### config.mk
export PLATFORM = sky130hd
export DESIGN_NAME = data_mem_responder
export DESIGN_NICKNAME = d
export VERILOG_FILES = /design/src/rtl/data_mem_responder_pkg.sv /design/src/rtl/data_mem_responder_align.sv /design/src/rtl/data_mem_responder.sv
export SDC_FILE = /design/constraint.sdc
export NUM_CORES = 1
export LEC_CHECK = 0
export ABC_AREA = 1
export CORE_MARGIN = 3
export CORE_UTILIZATION = 44
export DETAILED_ROUTE_END_ITERATION = 10
export GPL_TIMING_DRIVEN = 0
export PLACE_DENSITY_LB_ADDON = 0.2
export SYNTH_ARGS = -nofsm -noshare
export SYNTH_HDL_FRONTEND = slang
export SYNTH_SLANG_ARGS = --single-unit
### constraint.sdc
create_clock -name clk_i -period 1.48 [get_ports clk_i]
set_input_delay 0.222 -clock clk_i [delete_from_list [all_inputs] [get_ports clk_i]]
set_output_delay 0.222 -clock clk_i [all_outputs]
set_load 0.02 [all_outputs]
### src/rtl/data_mem_responder_pkg.sv
// Shared types and helpers for the data-port memory responder.
// Access sizes, FSM states and byte-lane mask helpers.
package data_mem_responder_pkg;

    typedef enum logic [1:0] {
        SIZE_BYTE = 2'd0,
        SIZE_HALF = 2'd1,
        SIZE_WORD = 2'd2
    } mem_access_size_t;

    typedef enum logic [2:0] {
        IDLE   = 3'd0,
        ACC_LO = 3'd1,
        ACC_HI = 3'd2,
        LAST   = 3'd3,
        RESP   = 3'd4
    } data_mem_state_t;

    // The unused fourth encoding falls into the default and behaves as a word.
    function automatic logic [3:0] size_to_mask(input mem_access_size_t size);
        case (size)
            SIZE_BYTE: size_to_mask = 4'b0001;
            SIZE_HALF: size_to_mask = 4'b0011;
            default:   size_to_mask = 4'b1111;
        endcase
    endfunction

    function automatic logic access_spans(input mem_access_size_t size, input logic [1:0] off);
        logic [7:0] mask8;
        mask8 = {4'b0000, size_to_mask(size)} << off;
        access_spans = |mask8[7:4];
    endfunction

endpackage

### src/rtl/data_mem_responder_align.sv
// Byte-lane alignment between the right-aligned core view and the word-wide SRAM.
// Produces low/high word byte enables and write data, and the right-aligned load result.
module mem_lane_align
    import data_mem_responder_pkg::*;
(
    input  logic [1:0]       off_i,
    input  mem_access_size_t size_i,
    input  logic [31:0]      wdata_i,
    input  logic [31:0]      lo_word_i,
    input  logic [31:0]      hi_word_i,
    output logic [3:0]       be_lo_o,
    output logic [3:0]       be_hi_o,
    output logic [31:0]      wdata_lo_o,
    output logic [31:0]      wdata_hi_o,
    output logic [31:0]      rdata_o
);

    logic [3:0]  mask;
    logic [7:0]  mask8;
    logic [63:0] wdata64;
    logic [63:0] rdata64;
    logic [31:0] keep;

    always_comb begin
        mask       = size_to_mask(size_i);
        mask8      = {4'b0000, mask} << off_i;
        wdata64    = {32'b0, wdata_i} << {off_i, 3'b000};
        rdata64    = {hi_word_i, lo_word_i} >> {off_i, 3'b000};
        keep       = {{8{mask[3]}}, {8{mask[2]}}, {8{mask[1]}}, {8{mask[0]}}};
        be_lo_o    = mask8[3:0];
        be_hi_o    = mask8[7:4];
        wdata_lo_o = wdata64[31:0];
        wdata_hi_o = wdata64[63:32];
        rdata_o    = rdata64[31:0] & keep;
    end

endmodule

### src/rtl/data_mem_responder.sv
// Memory-side responder for the core data port: one load/store per valid/ready transaction,
// split into two SRAM cycles when the access crosses a word boundary.
module data_mem_responder
    import data_mem_responder_pkg::*;
#(
    parameter int ADDR_W = 14
) (
    input  logic                  clk_i,
    input  logic                  reset_i,
    input  logic                  req_valid_i,
    output logic                  req_ready_o,
    input  logic                  req_we_i,
    input  logic [31:0]           req_addr_i,
    input  mem_access_size_t      req_size_i,
    input  logic [31:0]           req_wdata_i,
    output logic                  rsp_valid_o,
    input  logic                  rsp_ready_i,
    output logic [31:0]           rsp_rdata_o,
    output logic                  sram_en_o,
    output logic                  sram_we_o,
    output logic [3:0]            sram_be_o,
    output logic [ADDR_W-1:0]     sram_addr_o,
    output logic [31:0]           sram_wdata_o,
    input  logic [31:0]           sram_rdata_i,
    output data_mem_state_t       dbg_state_o
);

    // Handshakes: a transfer happens on a rising edge where valid and ready are both high.
    // Requests are taken only in IDLE; a response is held with stable data until rsp_ready_i.

    data_mem_state_t    state_q, state_d;
    logic               we_q, we_d;
    logic [ADDR_W+1:0]  addr_q, addr_d;
    mem_access_size_t   size_q, size_d;
    logic [31:0]        wdata_q, wdata_d;
    logic [31:0]        lo_q, lo_d;
    logic [31:0]        rdata_q, rdata_d;

    logic [ADDR_W-1:0]  word;
    logic [1:0]         off;
    logic               span;
    logic [3:0]         be_lo, be_hi;
    logic [31:0]        wdata_lo, wdata_hi, rdata_aligned, lo_word;
    logic               unused_addr_hi;

    assign unused_addr_hi = &{1'b0, req_addr_i[31:ADDR_W+2]};
    assign word           = addr_q[ADDR_W+1:2];
    assign off            = addr_q[1:0];
    assign span           = access_spans(size_q, off);
    // Unsplit loads finish in LAST with the only read word still on the bus.
    assign lo_word        = span ? lo_q : sram_rdata_i;

    mem_lane_align u_align (
        .off_i      (off),
        .size_i     (size_q),
        .wdata_i    (wdata_q),
        .lo_word_i  (lo_word),
        .hi_word_i  (sram_rdata_i),
        .be_lo_o    (be_lo),
        .be_hi_o    (be_hi),
        .wdata_lo_o (wdata_lo),
        .wdata_hi_o (wdata_hi),
        .rdata_o    (rdata_aligned)
    );

    always_comb begin
        state_d      = state_q;
        we_d         = we_q;
        addr_d       = addr_q;
        size_d       = size_q;
        wdata_d      = wdata_q;
        lo_d         = lo_q;
        rdata_d      = rdata_q;
        req_ready_o  = 1'b0;
        rsp_valid_o  = 1'b0;
        sram_en_o    = 1'b0;
        sram_we_o    = 1'b0;
        sram_be_o    = 4'b0000;
        sram_addr_o  = '0;
        sram_wdata_o = 32'b0;
        case (state_q)
            IDLE: begin
                req_ready_o = 1'b1;
                if (req_valid_i) begin
                    we_d    = req_we_i;
                    addr_d  = req_addr_i[ADDR_W+1:0];
                    size_d  = req_size_i;
                    wdata_d = req_wdata_i;
                    rdata_d = 32'b0;
                    state_d = ACC_LO;
                end
            end
            ACC_LO: begin
                sram_en_o    = 1'b1;
                sram_we_o    = we_q;
                sram_be_o    = be_lo;
                sram_addr_o  = word;
                sram_wdata_o = wdata_lo;
                state_d      = span ? ACC_HI : (we_q ? RESP : LAST);
            end
            ACC_HI: begin
                sram_en_o    = 1'b1;
                sram_we_o    = we_q;
                sram_be_o    = be_hi;
                sram_addr_o  = word + 1'b1;
                sram_wdata_o = wdata_hi;
                lo_d         = sram_rdata_i;
                state_d      = we_q ? RESP : LAST;
            end
            LAST: begin
                rdata_d = rdata_aligned;
                state_d = RESP;
            end
            RESP: begin
                rsp_valid_o = 1'b1;
                if (rsp_ready_i) begin
                    state_d = IDLE;
                end
            end
            default: state_d = IDLE;
        endcase
    end

    always_ff @(posedge clk_i or negedge reset_i) begin
        if (!reset_i) begin
            state_q <= IDLE;
            we_q    <= 1'b0;
            addr_q  <= '0;
            size_q  <= SIZE_WORD;
            wdata_q <= 32'b0;
            lo_q    <= 32'b0;
            rdata_q <= 32'b0;
        end else begin
            state_q <= state_d;
            we_q    <= we_d;
            addr_q  <= addr_d;
            size_q  <= size_d;
            wdata_q <= wdata_d;
            lo_q    <= lo_d;
            rdata_q <= rdata_d;
        end
    end

    assign rsp_rdata_o = rdata_q;
    assign dbg_state_o = state_q;

endmodule

==> qor.txt <==
EDFF count, synth -> 0
Cell Pwr Density -> 2670 nW/um^2
Design Area, Final -> 12800 sq um
Async SR Flop Fraction -> 100%
Die Wd -> 132 um
Cells after Synth -> 950
CTS tree -> built
Total GRT Usage -> 36.3%
DRT antenna net count -> 0
CP Max Fanout -> 3
Mapped Avg Cell Area -> 7.41 sq um
Synth unique cells -> 40
Max Slew Vio Count -> 0
Die footprint -> 17500 sq um
CTS Root Cell -> clkbuf_16
Reg-to-Reg End -> rsp_rdata_o[5]
Routed WL per cell -> 27.8 um
Post-synthesis cell area -> 7040 sq um
Setup tns final -> -72.49 ns
Ports -> 192
Syn. warnings -> 0
WS Path Type -> register to primary output
Routed vias/inst -> 6.68
First-pass GRT wire length -> 49300 um
Total power -> 0.0342 W
FF-to-FF Start -> size_q[1]
Static leakage -> 5.95 nW
RSZ-0062 raised after global routing -> true
Critical Path End Type -> primary output
Crit path time final -> 2.33 ns
Port bufs -> 175
Detailed Place HPWL -> 19700 um
Antenna violations before repair -> 0
Num CTS Buffers -> 17
Via count -> 9751
CP required -> 1.26 ns
Final hold viol count -> 0
Initial DRC Count -> 1548
Worst Skew -> 0.00835 ns
Fin nets -> 1339
Reg2reg path depth -> 10
Hold/Removal Path Class -> primary input to async pin
Remaining DRCs -> 0
Ys flop type -> dfrtp_1
Seq/Total Area, Yosys -> 42.0%
Placed cell area -> 9480 sq um
Reg clk slew, reported paths -> 0.06 ns
Filler instances -> 804
Starting Density -> 45.6%
VDD IR max -> 1750 uV
Slew @ Worst Pin -> 0.760 ns
Clock Latency Late Sink -> 0.44 ns
Vias in the first global route -> 8868
Startpoint types -> register
Grt ovf -> 0
Max Cap Viol -> 0
CTS max path bufs -> 2
Final setup fails -> 174
Setup WS post-layout -> -0.851 ns
Failing checks -> setup timing
Num rows -> 45
H-tree Lvls -> 4
Status -> complete, but fails checks
Share of post-route cells with drive strength above 1 -> 42.6%
Die Span Y -> 132 um
Syn-to-layout area delta -> 82.3%
Slew headroom -> 49.3%
FMAX -> 429 MHz
Total core area -> 15400 sq um
Largest net degree at the start of global routing -> 68
Mapped Nets -> 1054
Flop and latch count out of synthesis -> 118
Gpl congestion -> 0.959
Tcrit/Tclk final -> 158%
WP data arrival -> 2.11 ns
Flop-to-flop setup slack -> -0.65 ns
Total wire length -> 40600 um
Pre-antenna DRT Iters -> 10
CTS sink cnt -> 118
repair_timing:
item,CTS,global route
pin swaps,61,57
setup endpoints to repair,200,169
setup buffers,49,31
gates cloned,13,4
gates resized for setup,658,208
endpoints found under the hold margin,51,0
hold buffers,1,0
metrics by stage:
step	std cells	util [%]	hold WS [ns]	worst slack (ns)
floorplan	950	-	-0.0736	-0.133
global placement	1336	61.3	0.459	-5.01
detailed placement	1337	61.5	0.206	-1.05
CTS	1430	76.8	0.340	-0.667
global route	1459	83.1	0.367	-0.928
finish	1460	83.2	0.304	-0.851
metal layers:
layer	part of all wire, %	vias up	global-route usage, %
met5	0	-	0
met4	8.5	0	21.7
met3	12	333	9.43
met2	46	1008	61.4
met1	33	4646	41.2
li1	-	3764	-
worst max-delay path, cell delays in order, from the launching register on:
cell and delay [ns]:
dfrtp_1 0.41, ha_2 0.22, nand2_2 0.08, inv_2 0.11, nand3_4 0.10, nor2_4 0.15, nand2_4 0.08, o21bai_1 0.17
nand3_1 0.14, nand2_2 0.09, buf_6 0.11
logic make-up after synthesis:
logic type / Yosys count / synth area share, %
AOI/OAI and AO/OA: 173 / 13.2
adders and majority gates: 1 / 0.178
xor gates and xnor gates: 2 / 0.249
and+or+nand+nor: 480 / 30.4
muxes: 33 / 5.26
buffers and inverters: 143 / 8.73
DFF: 118 / 42.0
power by group:
part	switching, W	internal [W]
logic	0.0141	0.00919
registers	0.00142	0.00479
clock network	0.00168	0.00312
total	0.0172	0.0171
cell usage after synthesis, types with 2 or more instances:
library cell,number,area share [%]
nand3_1,144,10
xor2_1,2,0.25
buf_4,5,0.53
nor3_1,4,0.28
buf_1,5,0.27
o21bai_1,2,0.21
o21ai_1,2,0.14
a21oi_1,53,3.8
mux2_2,32,5.1
o22ai_1,7,0.62
nand4_1,2,0.18
nor2_2,2,0.18
buf_6,3,0.48
nor2_4,2,0.32
o21ai_0,93,6.6
o221ai_1,8,1.0
inv_1,75,4.0
buf_2,29,2.1
nand2_2,5,0.44
inv_2,7,0.37
dfrtp_1,117,42
clkbuf_1,18,0.96
o211ai_1,2,0.21
nand3b_1,24,2.6
nor2_1,46,2.5
nand2_1,247,13
registers in the layout, summed over array words and instances, names as in the netlist:
name	flops
size_q	2
wdata_q	32
lo_q	32
rsp_rdata_o	32
dbg_state_o	3
we_q	1
addr_q	16
final cells by class:
| cell class | instances | area, sq um | share of cell area, % |
|---|---|---|---|
| Tap cell | 211 | 264 | 2.06 |
| Clock buffer | 20 | 467 | 3.64 |
| Inverter | 83 | 374 | 2.92 |
| Buffer | 57 | 686 | 5.34 |
| Antenna cell | 1 | 2.50 | 0.0195 |
| Clock inverter | 12 | 196 | 1.53 |
| Multi-Input combinational cell | 691 | 5060 | 39.4 |
| Sequential cell | 118 | 2960 | 23.1 |
| Timing Repair inverter | 1 | 16.3 | 0.127 |
| Timing Repair Buffer | 266 | 2810 | 21.9 |
cell usage in the layout (no fill, tap or decap), types with 9 or more instances in the layout:
cell type	n
o21ai_0	39
nand2_2	23
dlygate4sd2_1	32
o21ai_4	21
buf_6	101
dfrtp_1	114
nand2_4	14
nor2_2	9
nand3b_1	24
nand3_1	59
nand3_4	9
a21oi_1	28
o21ai_2	17
nand2_1	210
a21oi_2	17
nand3_2	78
buf_8	13
nor2_1	30
nor2_4	11
buf_12	15
clkdlybuf4s50_1	85
buf_4	51
clkbuf_16	21
o21ai_1	18
mux2_2	31
inv_1	64
worst max path at each step:
stage / end / slack, ns / from
after floorplan: sram_be_o[2] / -0.13 / dbg_state_o[2]
after global routing: sram_addr_o[10] / -0.93 / addr_q[2]
after CTS: sram_addr_o[10] / -0.67 / addr_q[2]
final: sram_addr_o[10] / -0.85 / addr_q[2]
after detailed placement: sram_wdata_o[19] / -1.05 / addr_q[1]
after global placement: dbg_state_o[2] / -5.01 / reset_i
(Power assumes the default switching activity.)
